**src/rtl/motor_cmd_seq.sv**
```systemverilog
// motor_cmd_seq: arming, slew-limiting and disarm ramp-down sequencer feeding the ESC block
module motor_cmd_seq #(
  parameter int          WRT_PERIOD = 50000,
  parameter int          ARM_WRTS   = 1000,
  parameter logic [10:0] MAX_STEP   = 11'd16
) (
  input  logic        clk,
  input  logic        rst_n,
  input  logic [10:0] frnt_cmd,
  input  logic [10:0] bck_cmd,
  input  logic [10:0] lft_cmd,
  input  logic [10:0] rght_cmd,
  input  logic        arm,
  output logic [10:0] frnt_spd,
  output logic [10:0] bck_spd,
  output logic [10:0] lft_spd,
  output logic [10:0] rght_spd,
  output logic        wrt,
  output logic        motors_off,
  output logic        armed
);
  localparam int CW = $clog2(WRT_PERIOD);
  localparam int AW = $clog2(ARM_WRTS + 1);
  typedef enum logic [1:0] {OFF, ARMING, RUN, STOP} state_e;
  state_e state_q, state_d;
  logic [CW-1:0] cnt_q, cnt_d;
  logic [AW-1:0] arm_cnt_q, arm_cnt_d;
  logic [3:0][10:0] cmd, spd_q, spd_d, slew, ramp, diff, step;
  logic tick;
  assign cmd = {rght_cmd, lft_cmd, bck_cmd, frnt_cmd};
  assign tick = cnt_q == CW'(WRT_PERIOD - 1);
  assign cnt_d = tick ? '0 : cnt_q + 1'b1;
  assign {rght_spd, lft_spd, bck_spd, frnt_spd} = spd_q;
  // Difference is taken larger-minus-smaller so slewing never wraps past 0 or 2047
  always_comb begin
    for (int i = 0; i < 4; i++) begin
      diff[i] = cmd[i] > spd_q[i] ? cmd[i] - spd_q[i] : spd_q[i] - cmd[i];
      step[i] = diff[i] < MAX_STEP ? diff[i] : MAX_STEP;
      slew[i] = cmd[i] > spd_q[i] ? spd_q[i] + step[i] : spd_q[i] - step[i];
      ramp[i] = spd_q[i] - (spd_q[i] < MAX_STEP ? spd_q[i] : MAX_STEP);
    end
  end
  always_comb begin
    state_d = state_q;
    arm_cnt_d = arm_cnt_q;
    spd_d = spd_q;
    if (tick) begin
      case (state_q)
        OFF: if (arm) begin
          state_d = ARMING;
          arm_cnt_d = '0;
        end
        ARMING: if (!arm) state_d = OFF;
          else if (arm_cnt_q == AW'(ARM_WRTS - 1)) begin
            state_d = RUN;
            spd_d = slew;
          end else arm_cnt_d = arm_cnt_q + 1'b1;
        RUN: if (!arm) state_d = STOP;
          else spd_d = slew;
        default: if (arm) state_d = RUN;
          else if (spd_q == '0) state_d = OFF;
          else spd_d = ramp;
      endcase
    end
  end
  always_ff @(posedge clk or negedge rst_n) begin
    if (!rst_n) begin
      state_q <= OFF;
      cnt_q <= '0;
      arm_cnt_q <= '0;
      spd_q <= '0;
      wrt <= 1'b0;
      motors_off <= 1'b1;
      armed <= 1'b0;
    end else begin
      state_q <= state_d;
      cnt_q <= cnt_d;
      arm_cnt_q <= arm_cnt_d;
      spd_q <= spd_d;
      wrt <= tick;
      motors_off <= state_d == OFF;
      armed <= state_d == RUN;
    end
  end
endmodule

```
**config.mk**
```make
export PLATFORM = sky130hd
export DESIGN_NAME = motor_cmd_seq
export DESIGN_NICKNAME = d
export VERILOG_FILES = /design/src/rtl/motor_cmd_seq.sv
export SDC_FILE = /design/constraint.sdc
export NUM_CORES = 1
export LEC_CHECK = 0
export BUFFER_PORTS_ARGS = -buffer_cell sky130_fd_sc_hd__buf_2
export CAP_MARGIN = 15
export CORE_MARGIN = 5
export CORE_UTILIZATION = 56
export DETAILED_ROUTE_END_ITERATION = 6
export GPL_ROUTABILITY_DRIVEN = 0
export PLACE_DENSITY_LB_ADDON = 0.3
export SKIP_CTS_REPAIR_TIMING = 1
export SLEW_MARGIN = 20
export SYNTH_ARGS = -nofsm -noshare
export SYNTH_HDL_FRONTEND = slang
export SYNTH_SLANG_ARGS = --single-unit
```
**constraint.sdc**
```tcl
create_clock -name clk -period 7.7 [get_ports clk]
set_input_delay 2.31 -clock clk [delete_from_list [all_inputs] [get_ports clk]]
set_output_delay 2.31 -clock clk [all_outputs]
set_load 0.02 [all_outputs]
```
==> impl_results.md <==
- Status: completed
- Tot Pwr: 1.054 mW
- Arr. time, crit path: 7.61 ns
- Largest delay share family, worst path: compound AO/OA/AOI/OAI gates
- Switch Pwr: 0.3272 mW
- Hold Violations, Final: 0
- Non-Filler Instances: approximately 1,700
- Slew Limit Headroom: 0.3591
- CTS H-tree lvls: 3
- ANT nets after route: 0
- Synthesis-stage register bit count: 75
- Maximum vdd ir drop: between 0.1 and 0.15 mV
- HPWL after detailed placement: 19,810 um
- Residual DRC: 0
- Util after Layout: 0.6259
- Kind of critical path: in2reg
- Core area: 17,960 um^2
- Worst setup SP type: input pin
- Fin worst setup slack: 0.3248 ns
- Clk pin slew, worst setup/hold paths: approximately 0.060 ns
- Lkg Pwr: about 5.2 nW
- Die span in x: 145.0 um
- Combinational share of power: 0.267
- Dominant synthesized flop cell: dfrtp_1
- Clock skew: around 0.0077 ns
- Bufs on Longest Clock Path: 2
- Wire length of the first global-routing pass: roughly 43,000 um
- Initial drt markers: about 550
- PD cells: ~94 nW/um^2
- # diodes: 0
- Sw Ratio: 0.3103
- Sink Count: 75
- CTS Root Buffer Type: clkbuf_16
- TritonCTS clock tree: yes
- Slew Viols, Final: 0
- Ys async rst share: 1.000
- Main combinational cell family by area after synthesis: compound AO/OA/AOI/OAI gates
- Register area share after synthesis: 0.1839
- # rows: 49
- TritonRoute pass-1 iters: 5
- Ports: 94
- Max-cap violations: 0
- RSZ-0062 raised after global routing: no
- Synthesized area: approximately 10,000 um^2
- Initial core utilization: 0.5684
- Worst Path Max Fanout: 4
- Synth-to-Final Area Change: 10.12%
- Post-Synth XOR/XNOR Area: 0.05404
- Via-to-Cell Ratio: slightly below 6
- Final Setup Violations: 0
- Post-synthesis compound-gate area fraction: 0.2661
- Synthesized-area fraction occupied by adder cells: 0.1877
- Clk pwr share: 0.355
- CP required: about 8 ns
- Initial antenna violation count: 0
- Distinct cell type count of the synthesized netlist: 94
- CP max stage cell: or4_1
- Worst slew pin tran: about 0.96 ns
- Simple logic cell fraction of the synthesized area: 0.2096
- Most used cell, CP: ha_1
- CP Buf/Inv Count: 2
- All-layer global routing usage: 0.2342
- Worst skew pair latency: 0.34 ns
- Share of total power in sequential cells: 0.378
- CP endpoint kind: register
- Synthesized Nets: 1,528
- Final Critical Period: roughly 7.4 ns
- Max Freq: 135.6 MHz
- Grt ovf: 0
- Synth warnings: 0
- Total Routed Length: 25,370 um
- Hold Path Class: reg2reg
- Final period utilization: 0.9578
- Buffers on Ports: 93
- DP Cell Count: between 1,500 and 2,000
- Total internal power: between 0.7 and 0.8 mW
- Cells after Synth: ~1,300
- Mux cell area share after synthesis: 0.02451
- Post-synth EDFFs: 0
- DR vias: 9,810
- Avg Inst Size Synth: approximately 7.6 um^2
- CP peak stage delay: ~0.56 ns
- WHS: 0.4864 ns
- Largest net degree at the start of global routing: 76
- Die area: 21,030 um^2
- WL/cell: around 15 um
- Total CTS buffers: 9
- Placement Setup Slack: -0.008957 ns
- Vias in the first global route: 9,069
- # nets final: approximately 1,600
- DIE HEIGHT: 145.0 um
- Share of cells above drive strength 1: 0.1253
==> cell families after synthesis <==
kind of cell	Yosys count
flops	75
simple gates	422
compound gates	412
xor+xnor	63
mux	24
fa+ha+maj	146
buf+inv	193
==> Yosys cell counts (17+ instances only) <==
library cell,count,area share
o21a_1,23,0.017
o21bai_1,17,0.012
ha_1,134,0.16
nor3_1,30,0.015
dfrtp_1,74,0.18
o21ai_0,119,0.058
a21o_1,20,0.015
inv_1,144,0.053
o31ai_1,24,0.018
nand2b_1,19,0.012
buf_2,17,0.0083
nand2_1,123,0.045
clkbuf_1,27,0.0099
nor2b_1,22,0.013
a21oi_1,77,0.038
xnor2_1,44,0.038
xor2_1,19,0.016
nand4_1,27,0.017
nand3_1,33,0.016
nor2_1,77,0.028
==> metrics by stage <==
step / area, um^2 / setup TNS (ns)
4_1_cts: 11200 / 0
6_report: 11240 / 0
3_5_place_dp: 10940 / -0.01242
3_3_place_gp: 10940 / 0
5_1_grt: 11240 / 0
2_1_floorplan: 10210 / 0
==> area by class of cell <==
cell class / instances / area (um^2)
multi-input combinational: 1067 / 7622
fill: 1654 / 6720
sequential: 75 / 1878
timing repair buffer: 118 / 655.6
inverter: 145 / 544.3
tap: 229 / 286.5
clock buffer: 12 / 236.5
clock inverter: 4 / 20.02
==> registers in the layout (all words and copies together) (netlist names) <==
name        flops
arm_cnt_q      10
armed           1
bck_spd        11
cnt_q          16
frnt_spd       11
lft_spd        11
motors_off      1
rght_spd       11
state_q         2
wrt             1
==> per-layer routing <==
metal	up-vias	share of wire	track usage	wire length, um
li1	4954	-	-	-
met1	4580	0.45	0.3177	11480
met2	241	0.48	0.3911	12260
met3	35	0.048	0.03181	1215
met4	0	0.016	0.06780	414
met5	-	0	0	0
==> final timing paths <==
check	start	end	slack, ns	cells after the start
setup reg to reg	frnt_spd[0]	frnt_spd[10]	1.79	26
min in group asynchronous	rst_n	rght_spd[10]	2.09	1
hold reg to reg	cnt_q[0]	cnt_q[0]	0.49	1
hold / removal	cnt_q[0]	cnt_q[0]	0.49	1
max in group asynchronous	rst_n	lft_spd[5]	4.96	1
setup / recovery	lft_cmd[0]	lft_spd[10]	0.32	27
==> cell usage in the layout, fill, tap and decap left out, types with 12 or more instances in the layout <==
cell type  netlist  final
inv_1          144    144
ha_1           134    134
nand2_1        123    123
o21ai_0        119    119
buf_2           17     92
nor2_1          77     77
a21oi_1         77     76
dfrtp_1         74     74
xnor2_1         44     44
nand3_1         33     33
nor3_1          30     30
nand4_1         27     27
buf_4            3     26
o31ai_1         24     24
o21a_1          23     23
nor2b_1         22     22
a21o_1          20     20
nand2b_1        19     19
xor2_1          19     19
o21bai_1        17     17
mux2i_1         16     16
nor4_1          14     14
o211ai_1        13     13
and3_1          12     12
fa_1            12     12
==> power by group through the flow <==
| stage | Clock [mW] | Combinational [mW] | Sequential [mW] |
|---|---|---|---|
| 4_1_cts | 0.383 | 0.279 | 0.398 |
| 2_1_floorplan | 0 | 0.200 | 0.405 |
| 3_5_place_dp | 0 | 0.277 | 0.405 |
| 6_report | 0.374 | 0.282 | 0.399 |
| 5_1_grt | 0.402 | 0.314 | 0.398 |
| 3_3_place_gp | 0 | 0.272 | 0.405 |
No activity file was read; power rests on OpenSTA's default activity.
